==> config.mk <==
export PLATFORM = sky130hd
export DESIGN_NAME = mem_arbiter
export DESIGN_NICKNAME = d
export VERILOG_FILES = /design/src/rtl/brisc_pkg.sv /design/src/rtl/mem_arbiter.sv
export SDC_FILE = /design/constraint.sdc
export NUM_CORES = 1
export LEC_CHECK = 0
export BUFFER_PORTS_ARGS = -buffer_cell sky130_fd_sc_hd__clkbuf_2
export CORE_AREA = 2 2 292 294
export CTS_CLUSTER_DIAMETER = 120
export DETAILED_ROUTE_END_ITERATION = 16
export DIE_AREA = 0 0 294 296
export GPL_TIMING_DRIVEN = 0
export PLACE_DENSITY = 0.4
export SLEW_MARGIN = 20
export SYNTH_ARGS = -nofsm -noshare
export SYNTH_HDL_FRONTEND = slang
export SYNTH_SLANG_ARGS = --single-unit
==> constraint.sdc <==
create_clock -name clk -period 1.8 [get_ports clk]
set_input_delay 0.09 -clock clk [delete_from_list [all_inputs] [get_ports clk]]
set_output_delay 0.09 -clock clk [all_outputs]
set_load 0.01 [all_outputs]
==> src/rtl/brisc_pkg.sv <==
// brisc_pkg: shared widths and enums for the memory arbiter
package brisc_pkg;
  localparam int ADDRESS_BITS = 32;
  localparam int CACHE_LINE_BITS = 128;
  typedef enum logic [1:0] {IDLE, BUSY_I, BUSY_D, RESP} mem_arb_state_e;
  typedef enum logic {ICACHE, DCACHE} mem_requester_e;
endpackage

==> src/rtl/mem_arbiter.sv <==
// mem_arbiter: single-port memory arbiter between icache fills and dcache fills/writebacks; cache req/addr/data in, ready/data out, shared mem_* port
module mem_arbiter
  import brisc_pkg::*;
#(
  parameter int ADDR_BITS = ADDRESS_BITS,
  parameter int LINE_BITS = CACHE_LINE_BITS
) (
  input  logic                 clk,
  input  logic                 reset,
  input  logic                 icache_req_in,
  input  logic [ADDR_BITS-1:0] icache_addr_in,
  output logic                 icache_ready_out,
  output logic [LINE_BITS-1:0] icache_data_out,
  input  logic                 dcache_req_in,
  input  logic                 dcache_write_in,
  input  logic [ADDR_BITS-1:0] dcache_addr_in,
  input  logic [LINE_BITS-1:0] dcache_wdata_in,
  output logic                 dcache_ready_out,
  output logic [LINE_BITS-1:0] dcache_data_out,
  output logic                 mem_req_out,
  output logic                 mem_write_out,
  output logic [ADDR_BITS-1:0] mem_addr_out,
  output logic [LINE_BITS-1:0] mem_wdata_out,
  input  logic                 mem_resp_in,
  input  logic [LINE_BITS-1:0] mem_rdata_in
);
  mem_arb_state_e state;
  mem_requester_e last_grant, grant;
  logic grant_any;
  always_comb begin
    grant_any = icache_req_in | dcache_req_in;
    grant = (dcache_req_in && (!icache_req_in || last_grant == ICACHE)) ? DCACHE : ICACHE;
  end
  always_ff @(posedge clk) begin
    if (reset) begin
      state <= IDLE;
      last_grant <= ICACHE;
      mem_req_out <= 1'b0;
      mem_write_out <= 1'b0;
      mem_addr_out <= '0;
      mem_wdata_out <= '0;
      icache_data_out <= '0;
      dcache_data_out <= '0;
      icache_ready_out <= 1'b0;
      dcache_ready_out <= 1'b0;
    end else begin
      icache_ready_out <= 1'b0;
      dcache_ready_out <= 1'b0;
      case (state)
        IDLE: if (grant_any) begin
          state <= grant == DCACHE ? BUSY_D : BUSY_I;
          last_grant <= grant;
          mem_req_out <= 1'b1;
          mem_write_out <= grant == DCACHE && dcache_write_in;
          mem_addr_out <= grant == DCACHE ? dcache_addr_in : icache_addr_in;
          mem_wdata_out <= grant == DCACHE ? dcache_wdata_in : '0;
        end
        BUSY_I, BUSY_D: if (mem_resp_in) begin
          state <= RESP;
          mem_req_out <= 1'b0;
          if (state == BUSY_I) begin
            icache_data_out <= mem_rdata_in;
            icache_ready_out <= 1'b1;
          end else begin
            if (!mem_write_out) dcache_data_out <= mem_rdata_in;
            dcache_ready_out <= 1'b1;
          end
        end
        default: state <= IDLE;
      endcase
    end
  end
endmodule

---- Yosys cells after proc, flatten, opt, wreduce, memory -nomap -nowiden ----
Index checks and enable logic that the tools add are counted.
W data, S select, Z words.
cells by class
  eq/ne operators ......................... 4
  multiplexer cells ....................... 12
  reduce and logical (&&, ||, !) cells .... 13
  bitwise operators ....................... 6
operator list
  kind                  count
  $mux W128             1
  $mux W32              1
  $mux W2               3
  $reduce_and A3 Y1     2
  $mux W1               5
  $not A1 Y1            5
  $ne A2 B2 Y1 const B  2
  $pmux W2 S2           1
  $reduce_and A2 Y1     2
  $reduce_and A4 Y1     1
  $reduce_or A3 Y1      1
  $eq A2 B1 Y1 const B  1
  $eq A2 B2 Y1 const B  1
  $logic_and A1 B1 Y1   2
  $logic_not A2 Y1      1
  $pmux W1 S2           1
  $reduce_bool A2 Y1    1
  $reduce_or A2 Y1      1
  $logic_not A1 Y1      1
  $logic_or A1 B1 Y1    1
  $or A1 B1 Y1          1
storage, ports and cells
  input port bits ......................... 326
  word-level logic and storage cells ...... 45
  register bits ........................... 423
  output and inout port bits .............. 420

---- Logic depth before layout (Yosys ltp) ----
Gate-level depths: netlist (run 1).
  word-level depth ........................ 7
  gate-level depth with buffers ........... 8
  gate-level depth less buffers ........... 5

---- Worst setup path after synthesis (run 1) ----
OpenSTA, ideal clock, no wires.
  path kind ............................... register to register
  start point ............................. register state[0]
  end point ............................... register dcache_data_out[107]
  setup slack ............................. 0.227 ns
  clock period less this slack ............ 1.573 ns
  data arrival time ....................... 1.503 ns
  path buffers ............................ 2
  required time ........................... 1.730 ns
  stages on the path, launching flop included .. 8
  library setup time ...................... 0.070 ns
  cells stage by stage .................... dfxtp_1 > inv_1 > ha_1 > nand4bb_1 > buf_2 > buf_1 > nand2_1 > a21oi_1
on the way
  longest elaborated chain between the ends .. 3
  elaborated cells on any way between the ends .. 5
  classes of those cells .................. eq/ne: 2; bitwise: 1; reduce/logical: 2
RTL lines
  item                                            line                                  RTL
  start: declaration                              mem_arbiter.sv:27                     mem_arb_state_e state;
  start signal: assignment                        mem_arbiter.sv:51                     state <= grant == DCACHE ? BUSY_D : BUSY_I;
  $eq A2 B1 Y1 or $eq A2 B2 Y1 (tied branches)    mem_arbiter.sv:49, mem_arbiter.sv:61
  $reduce_or A2 Y1 or $not A1 Y1 (tied branches)  n/a
  $reduce_and A4 Y1 (no line) *                   n/a
  end signal: assignment                          mem_arbiter.sv:65                     if (!mem_write_out) dcache_data_out <= mem_rdata_in;
  end: declaration                                mem_arbiter.sv:19                     output logic [LINE_BITS-1:0] dcache_data_out,
Every way passes the cells marked *; elsewhere a longest branch is shown, timed or not.
A chain may end at the register's enable or synchronous reset.

---- Final worst setup path (run 1) ----
  start point ............................. register state[1]
  end point ............................... register dcache_data_out[100]
The elaborated chain is that of the path after synthesis.

==> results.txt, run 1 <==
After synthesis the cells add up to ~15,000 um2. The portion of total power attributed to the clock network is 0.318. In this run the tightest slew margin relative to its limit is 0.376.

Dividing the final minimum period by the clock period gives 0.969. In this run the core area contains ~110 standard-cell rows. The cell area after layout came out at 25,500 um2. The count of nets left with antenna violations after detail routing came out at 0. The initial antenna violation count is 6. After detailed routing, the number of remaining DRC violations is 0. STA puts the critical path data required time at 2.32 ns. The total count of max-transition violations in the final report came out at 0.

Among the stages of the critical path, the cell type that occurs most often is clkbuf_16. The total power divided by cell area is about 1300 nW/um2. The number of buffer cells added on primary ports is 744. The number of standard cells in the layout, taps in and fillers out came out at between 4,000 and 5,000. The run finished with clean final reports.

TritonCTS built the clock tree. The y dimension of the die came out at just under 300 um. The stage delay of the slowest cell on the critical path came out at 0.35 ns.

The first-pass iteration count of the detailed router came out at 5. The total of warnings raised by yosys came out at 0. The first routing iteration left 792 violations. The floorplan core area is 84,200 um2. The worst setup path category is reg2reg.

The count of final hold-check violations is 0. STA classifies the critical path endpoint as a flip-flop. The number of placed instances, taps included is between 3,000 and 4,000. The weighted congestion reported at the end of routability-driven placement came out at 0.803. Relative to the synthesized area, the layout overhead comes to 71.2%. The most common library cell in the layout ignoring fill and taps is clkbuf_2. Counting the buffers created by CTS gives 51.

On the final layout, the worst clock skew is 0.0211 ns. Setup repair after global routing could not meet its margin everywhere. The switching power as a share of total power is 0.356.

The overall overflow remaining after global route is 0. The post-synthesis sequential element count is 423. In the layout the commonest cells are clkbuf_2 (753), nand2_1 (542), dfxtp_1 (421). Measured on the finished design, the core utilization comes to 0.302. The full die area came out at around 87,000 um2. The largest fanout on the critical path is 9.

The measured slew at the worst slew-check pin came out at 0.936 ns. The via total after detailed routing came out at between 15,000 and 20,000. The net count of the finished layout is around 3,200. The post-detailed-placement half-perimeter wirelength came out at 59,800 um.

Entering global routing, the biggest net connects 20 pins. The instance count of the mapped netlist is 1,769. Each instance of the synthesized netlist takes up on average 8.41 um2.

The largest individual stage delay along the critical path comes from the cell dfxtp_2. For the worst setup path, the data arrival time is around 2.3 ns. The starting density of the core came out at 0.177. The fraction of final layout cells with drive strength greater than 1 came out at 0.326.

Across every metal layer, demand over resource in global routing totals 0.171. The cell family contributing the most delay on the critical path is buffers and inverters. The static leakage power is between 10 and 15 nW. The worst-case vdd ir drop came out at around 0.0007 V. The post-synthesis sequential area ratio came out at 0.569. The clock period minus final worst setup slack came out at 1.74 ns. The maximum buffer depth of the clock tree is 3. The count of boundary I/O pins came out at around 750. The highest attainable clock frequency came out at 573 MHz. The global-route wire length before repair came out at 111,000 um. Using the TritonRoute via totals, the vias-per-cell ratio works out to roughly 4.2. In this run the clock root is driven by a clkbuf_16. The number of global-route vias before repair came out at 16,867. The wire length per cell after detailed routing is 19.6 um. Across the run, the number of max-cap violations was 0. The final setup violation count came out at 0. The critical path goes through inv_2, ha_4, and4bb_4, clkbuf_16, clkbuf_16, nand2_1, a21oi_2. Setup total negative slack on the finished layout was measured at 0 ns. The analysis attributes to net switching a power of 12.2 mW. The clock insertion delay at the later pin of the skew report came out at 0.61 ns. The instance area at placement is ~20,000 um2.

The cell-internal power came out at 22.0 mW. Of the total power, combinational logic draws 0.325. The sequential share of power is 0.357. Counting every net in the synthesized netlist gives 2,098. The width of the die came out at 294 um.

The path class of the tightest hold or removal check is in2reg. The number of buffers and inverters on the critical path came out at 3. The maximum level of the CTS H-tree is 2.

The routed wire length is 79,000 um. The worst setup path is launched from a flip-flop. The overall power came out at 34.2 mW.

The post-synthesis cell type count is 28. Clock tree synthesis found a total of 423 sinks. The clock slew seen by the registers of the worst setup and hold paths is 0.06 ns.
==> tightest hold or removal path, delay by kind of cell <==
family                 cells  cell delay [ns]
AO/OA/AOI/OAI              1             0.07
buffers and inverters      1             0.26
AND/OR/NAND/NOR            1             0.19
==> what timing repair did <==
action / CTS / global route
cloned: 1 / 4
setup endpoints to repair: 403 / 312
pin swaps: 0 / 4
buffers inserted: 1 / 3
resized for setup: 66 / 83
endpoints found under the hold margin: 421 / 0
hold buffers: 323 / 0
==> sequential cells by signal, indices dropped and copies added, names as in the netlist <==
register,flops
dcache_data_out,128
icache_data_out,128
mem_wdata_out,128
mem_addr_out,32
state,2
dcache_ready_out,1
icache_ready_out,1
last_grant,1
mem_req_out,1
mem_write_out,1
==> Yosys cell counts (all sizes together) <==
cell type	count	area, um2
buf	90	457
dfxtp	423	8470
nand4bb	1	11.3
and2	1	6.26
nand2b	1	6.26
or4	1	7.51
nor3b	2	15.0
inv	2	7.51
o21a	1	7.51
a21bo	1	10.0
nor4bb	1	10.0
a211oi	32	240
a22oi	1	7.51
clkbuf	70	263
a32oi	129	1130
and4bb	1	12.5
a21boi	1	7.51
nor2	162	608
o21ai	6	33.8
or3	1	6.26
ha	3	37.5
a21oi	291	1460
nand2	545	2050
nor2b	3	18.8
==> kinds of logic (layout without fill, tap and decap cells) <==
| family | count (synthesis) | in the layout | synth area share |
|---|---|---|---|
| buffers and inverters | 162 | 1326 | 0.0489 |
| adder cells (fa/ha/maj) | 3 | 3 | 0.00252 |
| other | 0 | 6 | 0 |
| flip-flops | 423 | 423 | 0.569 |
| AND/OR/NAND/NOR | 719 | 719 | 0.185 |
| AO/OA/AOI/OAI | 462 | 463 | 0.194 |
==> per-stage QoR <==
| step | setup slack (ns) | hold WS [ns] |
|---|---|---|
| floorplan | 0.227 | 0.226 |
| global placement | -0.594 | 0.327 |
| detailed placement | -0.573 | 0.326 |
| CTS | -0.00492 | 0.00903 |
| global route | -0.00201 | 0.0383 |
| finish | 0.0551 | 0.0536 |
==> layout make-up <==
type,count,area (um2)
diodes,6,15.0
plain buffers,158,991
clock buffers,80,1530
clock inverters,11,218
fillers,9183,58800
inverters,2,7.51
multi-input cells,1185,5780
flip-flops and latches,423,8470
well taps,1090,1360
repair buffers,1075,7090
==> path summary, 6_finish.rpt <==
path                                             end  cells after the start                 from  slack (ns)
worst max-delay path            dcache_data_out[100]                      7             state[1]        0.06
worst max register to register  dcache_data_out[100]                      7             state[1]        0.06
worst min register to register   dcache_data_out[34]                      2  dcache_data_out[34]        0.45
worst min-delay path                        state[1]                      3                reset        0.05
==> per-layer routing <==
layer	GRT usage	vias up	wire length, um
li1	-	8309	-
met1	0.194	7881	31400
met2	0.303	598	39000
met3	0.0502	117	5930
met4	0.0604	2	2630
met5	0	-	13
==> power groups by stage <==
stage | sequential [mW] | clock, mW | combinational, mW
floorplan | 13.0 | 0 | 4.30
global placement | 12.4 | 0 | 9.85
detailed placement | 12.4 | 0 | 9.77
CTS | 12.2 | 11.2 | 10.8
global route | 12.4 | 11.6 | 12.2
finish | 12.2 | 10.9 | 11.1
(Power assumes the default switching activity.)
==> run 2, diff against run 1 <==
ABC_AREA = 1   (was unset)
CORE_AREA = 2 2 293 295   (was 2 2 292 294)
DIE_AREA = 0 0 295 297   (was 0 0 294 296)
==> run 2 against run 1 <==
Effect of this change:
- sequential cell count unchanged
- core utilization increased by 0.20 points
- global-route usage decreased by 1.2 points
- area after synthesis increased by 0.52%
- routed wire length decreased by 6.5%
- critical path depth increased by 3
- non-clock buffer count decreased by 13
- clock skew decreased by 0.0046 ns
- hold slack improved by 0.15 ns
- die area increased by 0.68%
==> results.txt, run 2 <==
The layout overhead on the synthesized area came out at 72.0% (was 71.2%). The number of inserted filler cells in the final layout is 9,211 (was 9,183). The first-pass iteration count of the detailed router came to 5 (unchanged). Synth top area cells: dfxtp_1 (57%), nor2_1 (13%), nand2_1 (11%) (was dfxtp_1 (57%), nand2_1 (14%), a21oi_1 (9.8%)). The wire length per cell after detailed routing was 17.3 um (was 19.6 um). Unrepaired setup endpoints after global routing: yes (unchanged). The average vias per placed instance came to 3.92 (was 4.20).

The global-route wire length before repair came to 107,000 um (was 111,000 um). The number of flops mapped to enable cells by yosys is 0 (unchanged). The startpoint class of the critical path is a flip-flop (unchanged). The weighted congestion reported at the end of routability-driven placement was 0.802 (was 0.803).

The final setup violation count is 0 (unchanged). The number of standard cells in the layout, taps in and fillers out is 4,265 (was 4,030). The largest fanout on the critical path was 10 (was 9). The share of synthesized registers carrying an async set or reset is 0 (unchanged). The count of nets left with antenna violations after detail routing was 0 (unchanged). The worst setup path category was reg2reg (unchanged). The worst min-delay path class is in2reg (unchanged). The total number of clock tree sinks is 423 (unchanged). The worst-case vdd ir drop is 0.000636 V (was 0.000698 V). The number of max-cap violations was 0 (unchanged). The count of final hold-check violations was 0 (unchanged). The total power divided by cell area is 1370 nW/um2 (was 1340 nW/um2). The arrival time of data at the critical path endpoint was 2.22 ns (was 2.27 ns).

The number of violations reported at the end of detailed-routing iteration 0 came to 649 (was 792). The multi-input logic area came to 5940 um2 (was 5780 um2). The slowest cell on the critical path is dfxtp_4 (was dfxtp_2).

The maximum level of the CTS H-tree came to 2 (unchanged). The floorplan core area came to 84,500 um2 (was 84,200 um2). The worst-case headroom to the max-slew limit was 0.464 (was 0.376). The measured slew at the worst slew-check pin is 0.803 ns (was 0.936 ns). The clock period minus final worst setup slack is 1.74 ns (about the same).

The post-synthesis cell type count is 20 (was 28). The y dimension of the die is 297 um (was 296 um). The area fraction of the dominant cell type after synthesis was 0.566 (was 0.569). The full die area is 87,600 um2 (was 87,000 um2). The cell area after layout is 25,700 um2 (was 25,500 um2). The highest attainable clock frequency is 574 MHz (was 573 MHz). The maximum buffer depth of the clock tree was 3 (unchanged).

The post-detailed-placement half-perimeter wirelength came out at 56,200 um (was 59,800 um). The share of the core filled with cells came out at 0.304 (was 0.302). The overall overflow remaining after global route came out at 0 (unchanged). The net count of the finished layout came out at 3,415 (was 3,225).

The CTS tree was built (unchanged). Status: complete, no violations (unchanged). The net count after synthesis is 2,285 (was 2,098).

The residual DRC count is 0 (unchanged). The starting density of the core came out at 0.177 (about the same). The via total after detailed routing is 16,718 (was 16,907). The data required time at the worst endpoint was 2.28 ns (was 2.32 ns). The instance count of the mapped netlist was 1,956 (was 1,769). The worst clock skew on the final layout came out at 0.0165 ns (was 0.0211 ns). Largest registers: dcache_data_out: 128 flops, icache_data_out: 128 flops, mem_wdata_out: 128 flops (unchanged). The most common library cell in the layout ignoring fill and taps is clkbuf_2 (unchanged). The post-synthesis sequential area ratio came out at 0.566 (was 0.569). The width of the die came out at 295 um (was 294 um). The instance area at placement came out at 20,100 um2 (was 20,000 um2). The sum of negative setup slack came to 0 ns (unchanged). The prevailing post-synth register cell was dfxtp_1 (unchanged). The per-instance average area after synthesis is 7.64 um2 (was 8.41 um2). The number of placed instances, taps included is 3,844 (was 3,603). The number of clock buffers inserted by TritonCTS is 51 (unchanged). The global-route usage over all layers came out at 0.159 (was 0.171).

Cells traversed along the worst timing path: inv_2, ha_4, nand2_4, nor3_4, buf_12, inv_8, buf_12, buf_6, nor2_1, nor2_1 (was inv_2, ha_4, and4bb_4, clkbuf_16, clkbuf_16, nand2_1, a21oi_2). The count of boundary I/O pins came out at 746 (unchanged). The clock slew seen by the registers of the worst setup and hold paths is 0.06 ns (about the same).

The total count of max-transition violations in the final report came out at 0 (unchanged). The number of placement rows came to 107 (unchanged). The biggest area consumer among synthesized cells is dfxtp_1 (unchanged).

The CTS root buffer was clkbuf_16 (unchanged). The combined flip-flop and latch cell area came out at 8470 um2 (unchanged). The number of global-route vias before repair came out at 16,984 (was 16,867).

The initial antenna violation count came out at 0 (was 6). The stage delay of the slowest cell on the critical path was 0.37 ns (was 0.35 ns). The kind of end point of the critical path is a flip-flop (unchanged).

The post-synthesis sequential element count came out at 423 (unchanged). The static leakage power is 11.8 nW (was 10.9 nW). Commonest cells in the synthesized netlist: nor2_1 (514), nand2_1 (434), dfxtp_1 (423), o21ai_0 (250), a21oi_1 (164) (was nand2_1 (545), dfxtp_1 (423), a21oi_1 (291), nor2_1 (162), a32oi_1 (129)). The fraction of final layout cells with drive strength greater than 1 came to 0.314 (was 0.326). The total of warnings raised by yosys is 0 (unchanged).

The largest net degree at the start of global routing is 20 (unchanged). The post-synth design cell area is 15,000 um2 (was 14,900 um2). The number of buffer cells added on primary ports is 744 (unchanged). Top library cells by usage in the layout, fill and taps aside: clkbuf_2 (755), nor2_1 (474), nand2_1 (432) (was clkbuf_2 (753), nand2_1 (542), dfxtp_1 (421)).

The cell with the most instances after synthesis is nor2_1 (was nand2_1). The clock insertion delay at the later pin of the skew report is 0.58 ns (was 0.61 ns). The routed wire length came to 73,900 um (was 79,000 um). The share of the cycle needed by the critical path after routing came out at 0.968 (was 0.969).
[run 2: metal layers]
metal | part of all wire | track usage | up-vias
met5 | 0 | 0 | -
met3 | 0.077 | 0.0490 | 123
met1 | 0.40 | 0.176 | 7529
met4 | 0.033 | 0.0561 | 0
met2 | 0.49 | 0.284 | 547
li1 | - | - | 8519
[run 2: through the flow]
step,hold WS [ns],power [mW],setup slack [ns]
floorplan,0.225,18.2,0.283
detailed placement,0.328,23.5,-0.746
finish,0.204,35.1,0.0570
CTS,0.184,35.0,-0.00947
global placement,0.324,23.5,-0.693
global route,0.200,37.3,-0.0189
[run 2: timing repair]
action / CTS / global route
buffers inserted: 1 / 1
pin swaps: 1 / 8
setup endpoints to repair: 330 / 315
hold buffers: 327 / 0
gates cloned: 0 / 7
endpoints found under the hold margin: 421 / 0
resized for setup: 79 / 98
[run 2: cell type report]
class                           count  area share
Sequential cell                   423       0.330
Timing Repair Buffer             1079       0.279
Antenna cell                        1   0.0000973
Multi-Input combinational cell   1379       0.231
Buffer                            141      0.0380
Inverter                           11     0.00209
Clock buffer                       82      0.0617
Tap cell                         1144      0.0557
Clock inverter                      5     0.00292
[run 2: worst paths after layout]
check	startpoint	end	slack, ns	depth (start not counted)
hold reg to reg	mem_addr_out[20]	mem_addr_out[20]	0.46	2
setup reg to reg	state[0]	dcache_data_out[49]	0.06	10
hold / removal	reset	last_grant	0.20	3
setup / recovery	state[0]	dcache_data_out[49]	0.06	10
[run 2: logic make-up after synthesis]
family	Yosys count	share of synthesized area
AOI/OAI and AO/OA	421	0.141
adders and majority gates	3	0.00251
buffers and inverters	154	0.0488
DFF	423	0.566
and+or+nand+nor	955	0.241
[run 2: report_power, final]
group / total [mW] / switching (mW) / internal [mW]
clock: 10.4 / 4.13 / 6.23
combinational: 11.9 / 7.16 / 4.72
sequential: 12.9 / 1.22 / 11.7
total: 35.1 / 12.5 / 22.6
[run 2: worst max-delay path, delay by kind of cell (launching register included)]
kind          cells  cell delay (ns)
simple gates      4             0.39
buf+inv           5             0.58
fa+ha+maj         1             0.27
flops             1             0.37
